### config.mk
export PLATFORM = sky130hd
export DESIGN_NAME = iter_divider_flat
export DESIGN_NICKNAME = d
export VERILOG_FILES = /design/src/rtl/iter_divider_if.sv /design/src/rtl/iter_divider.sv /design/src/flat_wrapper.sv
export SDC_FILE = /design/constraint.sdc
export NUM_CORES = 1
export LEC_CHECK = 0
export BUFFER_PORTS_ARGS = -buffer_cell sky130_fd_sc_hd__buf_2
export CAP_MARGIN = 20
export CORE_AREA = 3 3 71 53
export DETAILED_ROUTE_END_ITERATION = 6
export DIE_AREA = 0 0 74 56
export GPL_TIMING_DRIVEN = 0
export PLACE_DENSITY_LB_ADDON = 0.1
export SYNTH_ARGS = -nofsm -noshare
export SYNTH_HDL_FRONTEND = slang
export SYNTH_SLANG_ARGS = --single-unit
### constraint.sdc
create_clock -name clk -period 2.45 [get_ports clk]
set_clock_uncertainty 0.05 [all_clocks]
set_input_delay 0.6125 -clock clk [delete_from_list [all_inputs] [get_ports clk]]
set_output_delay 0.6125 -clock clk [all_outputs]
set_load 0.03 [all_outputs]
### src/rtl/iter_divider_if.sv
// iter_divider_if
//   Operand/result handshake bundle for iter_divider.
//   slave  : the divider (accepts operands, presents results)
//   master : the producer/consumer driving it
//   Signals:
//     in_valid, dividend[7:0], divisor[3:0]     operand side (master -> slave)
//     in_ready                                   operand side (slave -> master)
//     out_valid, quotient[7:0], remainder[3:0],
//     div_by_zero                                result side (slave -> master)
//     out_ready                                  result side (master -> slave)
interface iter_divider_if;
  logic       in_valid;
  logic       in_ready;
  logic [7:0] dividend;
  logic [3:0] divisor;
  logic       out_valid;
  logic       out_ready;
  logic [7:0] quotient;
  logic [3:0] remainder;
  logic       div_by_zero;

  modport slave (
    input  in_valid, dividend, divisor, out_ready,
    output in_ready, out_valid, quotient, remainder, div_by_zero
  );

  modport master (
    output in_valid, dividend, divisor, out_ready,
    input  in_ready, out_valid, quotient, remainder, div_by_zero
  );
endinterface

### src/rtl/iter_divider.sv
// iter_divider
//   8-bit / 4-bit unsigned restoring divider, one quotient bit per cycle.
//   Ports:
//     clk    sole clock, rising edge
//     rst_n  synchronous active-low reset
//     bus    iter_divider_if.slave (operand and result handshakes)
//
//   state | meaning
//   ------+----------------------------------------------------------
//   IDLE  | in_ready = 1, waiting for an operand pair
//   CALC  | 8 restoring iterations, MSB of dividend first
//   DONE  | out_valid = 1, result held until out_ready
module iter_divider (
  input  logic           clk,
  input  logic           rst_n,
  iter_divider_if.slave  bus
);

  typedef enum logic [1:0] {
    IDLE = 2'd0,
    CALC = 2'd1,
    DONE = 2'd2
  } state_t;

  state_t     r_state;
  state_t     w_state_nxt;

  // r_acc shifts dividend bits out of the top while quotient bits enter at
  // the bottom, so after 8 iterations it holds the whole quotient.
  logic [7:0] r_acc;
  logic [3:0] r_divisor;
  logic [3:0] r_rem;
  logic [2:0] r_cnt;

  // Result registers are separate from the working registers so the
  // visible outputs keep the previous result while a new division runs.
  logic [7:0] r_quot;
  logic [3:0] r_rem_o;
  logic       r_dbz;

  logic       w_accept;
  logic       w_in_ready;
  logic       w_out_valid;
  logic [4:0] w_trial;
  logic [4:0] w_diff;
  logic       w_qbit;
  logic [3:0] w_rem_nxt;

  assign w_accept  = bus.in_valid & w_in_ready;
  assign w_trial   = {r_rem, r_acc[7]};
  assign w_diff    = w_trial - {1'b0, r_divisor};
  assign w_qbit    = (w_trial >= {1'b0, r_divisor});
  // Without subtraction the trial value is below the divisor, so it fits 4 bits.
  assign w_rem_nxt = w_qbit ? w_diff[3:0] : w_trial[3:0];

  always_ff @(posedge clk) begin
    if (!rst_n) begin
      r_state <= IDLE;
    end else begin
      r_state <= w_state_nxt;
    end
  end

  always_comb begin
    w_state_nxt = r_state;
    w_in_ready  = 1'b0;
    w_out_valid = 1'b0;
    case (r_state)
      IDLE: begin
        w_in_ready = 1'b1;
        if (bus.in_valid) begin
          w_state_nxt = (bus.divisor == 4'd0) ? DONE : CALC;
        end
      end
      CALC: begin
        if (r_cnt == 3'd7) begin
          w_state_nxt = DONE;
        end
      end
      DONE: begin
        w_out_valid = 1'b1;
        if (bus.out_ready) begin
          w_state_nxt = IDLE;
        end
      end
      default: begin
        w_state_nxt = IDLE;
      end
    endcase
  end

  always_ff @(posedge clk) begin
    if (!rst_n) begin
      r_acc     <= 8'd0;
      r_divisor <= 4'd0;
      r_rem     <= 4'd0;
      r_cnt     <= 3'd0;
      r_quot    <= 8'd0;
      r_rem_o   <= 4'd0;
      r_dbz     <= 1'b0;
    end else begin
      case (r_state)
        IDLE: begin
          if (w_accept) begin
            r_acc     <= bus.dividend;
            r_divisor <= bus.divisor;
            r_rem     <= 4'd0;
            r_cnt     <= 3'd0;
            if (bus.divisor == 4'd0) begin
              r_quot  <= 8'hFF;
              r_rem_o <= bus.dividend[3:0];
              r_dbz   <= 1'b1;
            end
          end
        end
        CALC: begin
          r_acc <= {r_acc[6:0], w_qbit};
          r_rem <= w_rem_nxt;
          r_cnt <= r_cnt + 3'd1;
          if (r_cnt == 3'd7) begin
            r_quot  <= {r_acc[6:0], w_qbit};
            r_rem_o <= w_rem_nxt;
            r_dbz   <= 1'b0;
          end
        end
        default: begin
        end
      endcase
    end
  end

  assign bus.in_ready    = w_in_ready;
  assign bus.out_valid   = w_out_valid;
  assign bus.quotient    = r_quot;
  assign bus.remainder   = r_rem_o;
  assign bus.div_by_zero = r_dbz;

endmodule

### src/flat_wrapper.sv
// flat-port wrapper written by rule: the top's interface ports become plain ports
module iter_divider_flat 
  (clk, rst_n, bus_in_valid, bus_dividend, bus_divisor, bus_out_ready, bus_in_ready, bus_out_valid, bus_quotient, bus_remainder, bus_div_by_zero);
  iter_divider_if bus_i ();
  input  logic clk;
  input  logic rst_n;
  input wire logic [$bits(bus_i.in_valid)-1:0] bus_in_valid;
  input wire logic [$bits(bus_i.dividend)-1:0] bus_dividend;
  input wire logic [$bits(bus_i.divisor)-1:0] bus_divisor;
  input wire logic [$bits(bus_i.out_ready)-1:0] bus_out_ready;
  output wire logic [$bits(bus_i.in_ready)-1:0] bus_in_ready;
  output wire logic [$bits(bus_i.out_valid)-1:0] bus_out_valid;
  output wire logic [$bits(bus_i.quotient)-1:0] bus_quotient;
  output wire logic [$bits(bus_i.remainder)-1:0] bus_remainder;
  output wire logic [$bits(bus_i.div_by_zero)-1:0] bus_div_by_zero;
  assign bus_i.in_valid = bus_in_valid;
  assign bus_i.dividend = bus_dividend;
  assign bus_i.divisor = bus_divisor;
  assign bus_i.out_ready = bus_out_ready;
  assign bus_in_ready = bus_i.in_ready;
  assign bus_out_valid = bus_i.out_valid;
  assign bus_quotient = bus_i.quotient;
  assign bus_remainder = bus_i.remainder;
  assign bus_div_by_zero = bus_i.div_by_zero;
  iter_divider u_core (.clk(clk), .rst_n(rst_n), .bus(bus_i));
endmodule
==> out/results.txt, run 1 <==
main combinational cell family by area after synthesis -> compound AO/OA/AOI/OAI gates
minimum clock period -> 1.855 ns
LEAKAGE -> 0.8474 nW
Worst setup SP type -> register
clk sinks -> 34
register area share after synthesis -> 40.21%
HPWL after DPL -> 2934 um
max_slew headroom -> 65.78%
placed cells -> 242
Power Density -> 637.8 nW/um2
vias in the first global route -> 1332
Logic pwr share -> 20.2%
Core Area -> 3127 um2
Net Switching -> 0.3491 mW
die area -> 4144 um2
final setup violation count -> 0
antenna violations before repair -> 0
Sw Share -> 27.74%
clk_lat worst skew -> 0.28 ns
Flop pwr share -> 48.2%
Reg clk slew, reported paths -> 0.06 ns
first-pass GRT wire length -> 6272 um
worst path required time -> 2.61 ns
DR pass1 iterations -> 4
CTS max path bufs -> 2
Top Ports -> 31
Final Hold Viols -> 0
Worst VDD drop -> 0.0003697 V
run status -> finished clean
TritonCTS buffer count -> 5
adder and majority gate portion of the synthesized area -> 5.617%
cts repair resizes -> 0
Synth async-reset ratio -> 0%
Synth Area in Compound Gates -> 21.88%
cts hold-fix bufs -> 0
clock network power share -> 31.6%
critical path data arrival time -> 2.02 ns
hold slack -> 0.4424 ns
hold path start -> u_core.r_rem[2]$_SDFFE_PN0P_
pre-CTS setup slack -> 0.4718 ns
fin nets -> 234
synthesized netlist net count -> 197
H-tree Lvls -> 2
synthesis-stage register bit count -> 34
synth-to-layout area growth -> 16.56%
via-per-instance ratio -> 5.706
Tcrit/Tclk final -> 75.72%
GR Util All Layers -> 19.91%
Die Y -> 56 um
capture point of the worst reg-to-reg path -> u_core.bus.remainder[2]$_SDFFE_PN0P_
Worst Hold Depth -> 2
mux contribution to synthesized area -> 6.800%
crit end category -> register
reg2reg start -> u_core.r_acc[7]$_SDFFE_PN0P_
DRT iter0 DRCs -> 78
CTS root buf -> clkbuf_8
XOR/XNOR share of the synthesized area -> 0.5174%
Routed Antenna Nets -> 0
setup bufs post-CTS -> 0
total grt overflow -> 0
Post-route DRC -> 0
Starting Density -> 54.14%
Setup TNS -> 0 ns
max-slew violation count -> 0
crit path max fanout -> 3
Peak Freq -> 0.5390 GHz
synth warn -> 0
P_int -> 0.9094 mW
simple-gate portion of the synthesized area -> 17.81%
largest net degree at the start of global routing -> 11
syn avg cell area -> 9.729 um2
Syn Inst Count -> 174
Buffers on Ports -> 30
R2R depth -> 8
RSZ-0062 raised after global routing -> false
total routed wirelength -> 3829 um
dominant synthesized flop cell -> dfxtp_1
CTS tree -> done
share of cells above drive strength 1 -> 30.48%
Routed WL per cell -> 15.44 um
Die X -> 74 um
crit path kind -> register to register
count of cell types in the netlist -> 44
Tightest Pin Transition -> 0.5132 ns
total number of vias -> 1415
Ant. Diodes -> 0
routability cong. -> 0.8240
commonest non-fill, non-tap cell in the layout -> dfxtp_1
Post-Syn Area -> 1693 um2
maxcap violations -> 0
R2R Setup Slk -> 0.59 ns
most frequent cells in the layout -> dfxtp_1, buf_2, nor2_1
Hold Path Class -> register to register
Worst Hold End -> u_core.r_rem[2]$_SDFFE_PN0P_
Post-synth EDFFs -> 0
Cell Count, Final, Fillers Out -> 248
setup ws final -> 0.5949 ns
cell row count -> 17
## power groups by stage
stage / registers, mW / clock network, mW / logic (mW)
finish: 0.607 / 0.397 / 0.254
global route: 0.610 / 0.430 / 0.280
CTS: 0.607 / 0.405 / 0.254
detailed placement: 0.618 / 0 / 0.253
global placement: 0.617 / 0 / 0.245
floorplan: 0.620 / 0 / 0.184
## through the flow
| stage | cell area (um2) | utilization [%] | total power [mW] |
|---|---|---|---|
| 2_1_floorplan | 1693 | - | 0.8046 |
| 3_3_place_gp | 1891 | 60.46 | 0.8619 |
| 3_5_place_dp | 1891 | 60.46 | 0.8713 |
| 4_1_cts | 1973 | 63.11 | 1.265 |
| 5_1_grt | 1973 | 63.11 | 1.320 |
| 6_report | 1973 | 63.11 | 1.259 |
## worst max-delay path, stage by stage (launching register included)
cell and delay, ns:
dfxtp_1 0.29, inv_1 0.09, ha_1 0.18, inv_1 0.07, fa_1 0.39, xor2_1 0.21
nand2_1 0.07, mux2_4 0.28, a31oi_1 0.16
## cell type report
cell class / instances / area [um2]
Buffer: 11 / 91.34
Clock buffer: 6 / 82.58
Fill cell: 295 / 1154
Inverter: 8 / 30.03
Multi-Input combinational cell: 121 / 890.9
Sequential cell: 34 / 680.7
Tap cell: 38 / 47.55
Timing Repair Buffer: 30 / 150.1
## kinds of logic (layout without fill, tap and decap cells)
family          count (synthesis)  count (layout)
simple gates                   55              55
compound gates                 47              47
flops                          34              34
buf+inv                        19              55
mux                            11              11
fa+ha+maj                       7               7
xor+xnor                        1               1
## metal layers
metal / GRT usage [%] / routed length, um
met1: 28.11 / 1799
met4: 9.302 / 88
met3: 5.957 / 241
met5: 0 / 0
met2: 27.27 / 1699
## synthesized netlist by cell type, types with 2 or more instances
library cell,instances,area [um2]
dfxtp_1,34,680.7
nor2_1,24,90.09
a21oi_1,12,60.06
a211oi_1,10,75.07
mux2i_1,10,100.1
nand2_1,9,33.78
inv_1,8,30.03
ha_1,6,75.07
nand2b_1,5,31.28
o221a_2,4,45.04
a31oi_1,3,18.77
buf_2,3,15.01
buf_6,3,33.78
nor3_1,3,15.01
o21ai_2,3,26.28
o221a_1,3,33.78
buf_4,2,15.01
clkbuf_1,2,7.510
nand3_1,2,10.01
nand3b_1,2,15.01
nor2b_1,2,12.51
o21ai_1,2,10.01
## registers in the layout (all words and copies together) (netlist names)
name	count
u_core.bus.quotient	8
u_core.r_acc	8
u_core.bus.remainder	4
u_core.r_divisor	4
u_core.r_rem	4
u_core.r_cnt	3
u_core.r_state	2
u_core.bus.div_by_zero	1
## worst max path at each step
| stage | to | slack [ns] | cells past startpoint | from |
|---|---|---|---|---|
| floorplan | u_core.bus.remainder[2]$_SDFFE_PN0P_ | 0.80 | 7 | u_core.r_acc[7]$_SDFFE_PN0P_ |
| detailed placement | u_core.bus.remainder[0]$_SDFFE_PN0P_ | 0.47 | 7 | bus_divisor[0] |
| global placement | u_core.bus.remainder[2]$_SDFFE_PN0P_ | 0.50 | 7 | bus_divisor[0] |
| CTS | bus_out_valid | 0.59 | 2 | u_core.r_state[1]$_SDFFE_PN0P_ |
| finish | u_core.bus.remainder[2]$_SDFFE_PN0P_ | 0.59 | 8 | u_core.r_acc[7]$_SDFFE_PN0P_ |
| global route | u_core.bus.remainder[2]$_SDFFE_PN0P_ | 0.52 | 8 | u_core.r_acc[7]$_SDFFE_PN0P_ |
No activity file was read; power rests on OpenSTA's default activity.
==> inputs of run 2 (changes only) <==
--- a/config.mk
+++ b/config.mk
@@ -5,11 +5,12 @@
 export SDC_FILE = /design/constraint.sdc
 export NUM_CORES = 1
 export LEC_CHECK = 0
+export ABC_AREA = 1
 export BUFFER_PORTS_ARGS = -buffer_cell sky130_fd_sc_hd__buf_2
 export CAP_MARGIN = 20
-export CORE_AREA = 3 3 71 53
+export CORE_AREA = 3 3 74 55
 export DETAILED_ROUTE_END_ITERATION = 6
-export DIE_AREA = 0 0 74 56
+export DIE_AREA = 0 0 77 58
 export GPL_TIMING_DRIVEN = 0
 export PLACE_DENSITY_LB_ADDON = 0.1
 export SYNTH_ARGS = -nofsm -noshare
==> constraint.sdc (replaced) <==
create_clock -name clk -period 1.55 [get_ports clk]
set_clock_uncertainty 0.05 [all_clocks]
set_input_delay 0.3875 -clock clk [delete_from_list [all_inputs] [get_ports clk]]
set_output_delay 0.3875 -clock clk [all_outputs]
set_load 0.03 [all_outputs]
==> run 2 against run 1 <==
Compared with the run above:
- utilization down 0.11 points
- highest routed layer unchanged
- register-to-register slack worse by 0.55 ns
- hold slack got worse by 0.12 ns
==> out/results.txt, run 2 <==
run status -> finished clean
TritonCTS buffer count -> 5
fill count -> 328
Post-Syn Area -> 1650 um2
clk_lat worst skew -> 0.28 ns
P_int -> 1.686 mW
most frequent cells in the layout -> nand2_1, inv_1, buf_2
first-pass GRT wire length -> 6279 um
Ant. Diodes -> 0
crit end category -> register
Routed WL per cell -> 12.21 um
final setup violation count -> 0
CP cell instances -> ha_4 -> nand2_1 -> inv_1 -> nand2_1 -> nand2_2 -> nand2_4 -> nand2_8 -> nand3_2 -> nand3_1 -> nand2_1 -> inv_1
crit-path leading delay family -> simple AND/OR/NAND/NOR gates
Synth async-reset ratio -> 0%
total routed wirelength -> 3845 um
top cells by area, synth -> dfxtp_1, nand2_1, inv_1
Hold Path Class -> primary input to register
Net Switching -> 1.007 mW
RSZ-0062 raised after global routing -> true
synth warn -> 0
most frequent cells after synthesis -> nand2_1, inv_1, dfxtp_1, a21oi_1
max_slew headroom -> 65.14%
count of cell types in the netlist -> 28
total grt overflow -> 0
post-synth top area share -> 41.24%
fin nets -> 288
total number of vias -> 1533
Post-synth EDFFs -> 0
HPWL after DPL -> 2733 um
R2R Setup Slk -> 0.04 ns
DR pass1 iterations -> 4
Logic pwr share -> 37.1%
CP Buf/Inv Count -> 2
CTS tree -> done
critical path's slowest cell -> dfxtp_2
die area -> 4466 um2
Die Y -> 58 um
crit path max fanout -> 6
antenna violations before repair -> 0
CTS root buf -> clkbuf_8
Post-Route Utilization -> 63.00%
synth-to-layout area growth -> 31.54%
Cell Count, Final, Fillers Out -> 315
Core Area -> 3446 um2
cell row count -> 18
share of cells above drive strength 1 -> 34.34%
minimum clock period -> 1.506 ns
routability cong. -> 0.7591
DRT iter0 DRCs -> 63
placed cells -> 303
Power Density -> 1241 nW/um2
LEAKAGE -> 0.9913 nW
Die X -> 77 um
Peak Freq -> 0.6641 GHz
Worst VDD drop -> 0.0007048 V
Post-route DRC -> 0
Syn Inst Count -> 224
register area share after synthesis -> 41.24%
Tightest Pin Transition -> 0.5229 ns
Routed Antenna Nets -> 0
worst path required time -> 1.68 ns
Sw Share -> 37.38%
vias in the first global route -> 1387
Buffers on Ports -> 29
commonest non-fill, non-tap cell in the layout -> nand2_1
maxcap violations -> 0
Top Ports -> 31
syn avg cell area -> 7.368 um2
H-tree Lvls -> 2
count leader, synth -> nand2_1
max-slew violation count -> 0
max incr delay on CP -> 0.41 ns
Flop pwr share -> 40.4%
Final Hold Viols -> 0
clk sinks -> 34
Reg clk slew, reported paths -> 0.07 ns
Tcrit/Tclk final -> 97.15%
GR Util All Layers -> 18.25%
largest net degree at the start of global routing -> 11
clock network power share -> 22.6%
CTS max path bufs -> 2
dominant synthesized flop cell -> dfxtp_1
cell mode on critical path -> nand2_1
synthesis-stage register bit count -> 34
synthesized netlist net count -> 247
via-per-instance ratio -> 4.867
crit path kind -> register to register
post-synth top area cell -> dfxtp_1
critical path data arrival time -> 1.64 ns
Starting Density -> 47.89%
Worst setup SP type -> register
Setup TNS -> 0 ns
## run 2: cell types whose count changed after synthesis, moves of 5 or more
cell,before,now
a211oi_1,10,1
a21oi_1,12,27
inv_1,8,38
mux2i_1,10,0
nand2_1,9,41
nand2b_1,5,0
nand3_1,2,15
nor2_1,24,11
o21ai_0,1,15
## run 2: final timing paths
kind,from,endpoint,cells past startpoint
setup / recovery,u_core.r_rem[0]$_SDFFE_PN0P_,u_core.r_rem[0]$_SDFFE_PN0P_,11
hold / removal,bus_divisor[0],u_core.r_divisor[0]$_SDFFE_PN0P_,3
setup reg to reg,u_core.r_rem[0]$_SDFFE_PN0P_,u_core.r_rem[0]$_SDFFE_PN0P_,11
hold reg to reg,u_core.bus.quotient[5]$_SDFFE_PN0P_,u_core.bus.quotient[5]$_SDFFE_PN0P_,2
## run 2: layout make-up
type                            count  area, um2  share of cell area [%]
Buffer                              8      60.06                   2.767
Clock buffer                        7      76.32                   3.516
Timing Repair Buffer               34      182.7                   8.415
Tap cell                           50      62.56                   2.882
Multi-Input combinational cell    142      947.2                   43.63
Sequential cell                    34      691.9                   31.87
Inverter                           40      150.1                   6.916
## run 2: metal layers
metal / vias up / part of all wire (%) / GRT usage (%)
met3: 5 / 6.0 / 4.348
li1: 805 / - / -
met2: 39 / 43 / 28.04
met5: - / 0 / 0
met1: 684 / 50 / 24.81
met4: 0 / 1.2 / 7.868
## run 2: worst reg2reg max path, delay by kind of cell, from the launching register on
| family | cells | cell delay (ns) |
|---|---|---|
| adder cells (fa/ha/maj) | 1 | 0.23 |
| buffers and inverters | 2 | 0.07 |
| flip-flops | 1 | 0.41 |
| AND/OR/NAND/NOR | 8 | 0.64 |
## run 2: what timing repair did
| action | 4_1_cts | 5_1_grt |
|---|---|---|
| buffers inserted | 1 | 3 |
| endpoints found under the hold margin | 0 | 0 |
| gates resized for setup | 18 | 32 |
| pin swaps | 5 | 11 |
| gates cloned | 1 | 0 |
| setup endpoints to repair | 16 | 18 |
| hold buffers | 0 | 0 |
## run 2: power by group through the flow
stage,sequential (mW),combinational [mW],clock (mW)
finish,1.09,0.998,0.607
global placement,1.08,0.820,0
global route,1.10,1.10,0.658
CTS,1.07,0.860,0.625
detailed placement,1.09,0.820,0
floorplan,1.19,0.498,0
## run 2: logic make-up after synthesis
| kind of cell | after synthesis | share of synthesized area, % |
|---|---|---|
| and+or+nand+nor | 81 | 22.21 |
| xor gates and xnor gates | 1 | 0.5308 |
| adders and majority gates | 7 | 5.762 |
| AOI/OAI and AO/OA | 53 | 17.67 |
| DFF | 34 | 41.24 |
| buffers and inverters | 48 | 12.59 |
## run 2: stage by stage
stage | total power [mW] | instance area, um2 | worst slack, ns | hold slack, ns
finish | 2.693 | 2171 | 0.04413 | 0.3222
floorplan | 1.692 | 1650 | 0.04558 | 0.3789
global placement | 1.904 | 1858 | -0.1577 | 0.3805
global route | 2.860 | 2171 | -0.03013 | 0.3353
detailed placement | 1.907 | 1858 | -0.1590 | 0.3845
CTS | 2.559 | 2003 | -0.01023 | 0.3223
==> inputs of run 3 (changes only) <==
--- a/config.mk
+++ b/config.mk
@@ -8,9 +8,9 @@
 export ABC_AREA = 1
 export BUFFER_PORTS_ARGS = -buffer_cell sky130_fd_sc_hd__buf_2
 export CAP_MARGIN = 20
-export CORE_AREA = 3 3 74 55
+export CORE_AREA = 3 3 87 64
 export DETAILED_ROUTE_END_ITERATION = 6
-export DIE_AREA = 0 0 77 58
+export DIE_AREA = 0 0 90 67
 export GPL_TIMING_DRIVEN = 0
 export PLACE_DENSITY_LB_ADDON = 0.1
 export SYNTH_ARGS = -nofsm -noshare
==> run 3 against run 2 <==
Compared with the run above:
- die area rose by 35%
- sequential share of layout area barely moved
- utilization down 17 points
- total power up 0.22%
- combinational power decreased by 0.8%
- cell count is 6.0% higher
- final area rose by 0.29%
- non-clock buffer count unchanged
- sequential power barely moved
- worst setup slack worse by 0.019 ns
- first-iteration DRC count rose by 27%
- critical endpoint is now u_core.r_rem[2]$_SDFFE_PN0P_
- largest cell class unchanged
==> out/results.txt, run 3 (synthesis gave the netlist of run 2 again) <==
Peak Freq -> 0.6559 GHz
pre-CTS setup slack -> -0.1542 ns
run status -> finished clean
DRT iter0 DRCs -> 80
max-slew violation count -> 0
max_slew headroom -> 63.81%
final setup violation count -> 0
total number of vias -> 1513
power after layout -> 2.699 mW
Tightest Pin Transition -> 0.5429 ns
most frequent cells in the layout -> nand2_1, inv_1, buf_2
total grt overflow -> 0
Final Hold Viols -> 0
antenna violations before repair -> 0
DR pass1 iterations -> 4
crit path kind -> register to register
total routed wirelength -> 4242 um
placed cells -> 322
commonest non-fill, non-tap cell in the layout -> nand2_1
share of cells above drive strength 1 -> 32.83%
H-tree Lvls -> 2
fill count -> 517
first-pass GRT wire length -> 6658 um
cts hold-fix bufs -> 0
clk sinks -> 34
die area -> 6030 um2
Routed WL per cell -> 12.70 um
GR Util All Layers -> 14.45%
Starting Density -> 34.51%
HPWL after DPL -> 3009 um
RSZ-0062 raised after global routing -> true
routability cong. -> 0.7609
Routed Antenna Nets -> 0
Reg clk slew, reported paths -> 0.07 ns
Cell Count, Final, Fillers Out -> 334
register area -> 693.2 um2
Buffers on Ports -> 29
Hold Path Class -> primary input to register
minimum clock period -> 1.525 ns
Die Y -> 67 um
Power Density -> 1240 nW/um2
TritonCTS buffer count -> 5
critical path data arrival time -> 1.66 ns
largest net degree at the start of global routing -> 11
crit end category -> register
Worst setup SP type -> register
CTS max path bufs -> 2
CTS root buf -> clkbuf_8
Tcrit/Tclk final -> 98.36%
synth-to-layout area growth -> 31.92%
crit path max fanout -> 2
multi-input logic area -> 918.4 um2
vias in the first global route -> 1316
cell row count -> 21
setup ws final -> 0.02547 ns
clk_lat worst skew -> 0.28 ns
Core Area -> 4782 um2
LEAKAGE -> 0.9896 nW
CTS tree -> done
maxcap violations -> 0
Worst VDD drop -> 0.0005068 V
worst path required time -> 1.68 ns
via-per-instance ratio -> 4.530
Top Ports -> 31
Post-route DRC -> 0
Ant. Diodes -> 0
fin nets -> 288
Die X -> 90 um
hold slack -> 0.3257 ns
==> run 3: cell types whose count changed in the layout (fill, tap and decap cells not counted), moves of 2 or more <==
cell	change
dfxtp_2	-2
nor2_1	+3
o21ai_0	-3
nor2_2	-4
o21ai_1	+3
==> run 3: path summary, 6_finish.rpt <==
path	startpoint	endpoint	slack, ns	cells after the start
worst min-delay path	bus_out_ready	u_core.r_state[1]$_SDFFE_PN0P_	0.33	4
worst max-delay path	u_core.r_acc[7]$_SDFFE_PN0P_	u_core.r_rem[2]$_SDFFE_PN0P_	0.03	9
worst max register to register	u_core.r_acc[7]$_SDFFE_PN0P_	u_core.r_rem[2]$_SDFFE_PN0P_	0.03	9
worst min register to register	u_core.bus.quotient[4]$_SDFFE_PN0P_	u_core.bus.quotient[4]$_SDFFE_PN0P_	0.39	2
==> run 3: area by class of cell <==
type	count	share of cell area, %
clock inverters	1	0.3448
inverters	40	6.897
well taps	69	3.966
plain buffers	8	2.931
repair buffers	34	8.506
flip-flops and latches	34	31.84
multi-input cells	142	42.18
clock buffers	6	3.333
==> run 3: per-stage QoR <==
| step | area [um2] | TNS (ns) | utilization (%) |
|---|---|---|---|
| 2_1_floorplan | 1650 | 0 | - |
| 3_3_place_gp | 1882 | -1.565 | 39.35 |
| 3_5_place_dp | 1882 | -1.756 | 39.35 |
| 4_1_cts | 2041 | -0.02078 | 42.67 |
| 5_1_grt | 2177 | -0.2170 | 45.53 |
| 6_report | 2177 | 0 | 45.53 |
==> run 3: per-layer routing <==
layer	vias up	track usage, %	wire length (um)
met5	-	0	0
met4	0	3.435	0
met3	0	4.176	169
met2	24	19.26	1750
met1	687	22.09	2322
li1	802	-	-
==> run 3: what timing repair did <==
item,in CTS,in global routing
setup buffers,1,3
cloned,1,0
resized for setup,19,30
pin swaps,7,11
setup endpoints to repair,20,16
==> run 3: report_power, final <==
group / leakage, nW / switching (mW) / internal, mW / total, mW
clock network: 0.0373 / 0.317 / 0.308 / 0.625
logic: 0.669 / 0.627 / 0.362 / 0.990
registers: 0.283 / 0.0805 / 1.00 / 1.09
==> run 3: worst max-delay path, cell delays in order, from the launching register on <==
cell and delay [ns]:
dfxtp_2 0.34, inv_2 0.06, ha_4 0.13, inv_2 0.04
fa_2 0.39, xor2_2 0.16, nand3_2 0.08, nand3_1 0.07
nand2_1 0.06, inv_1 0.04
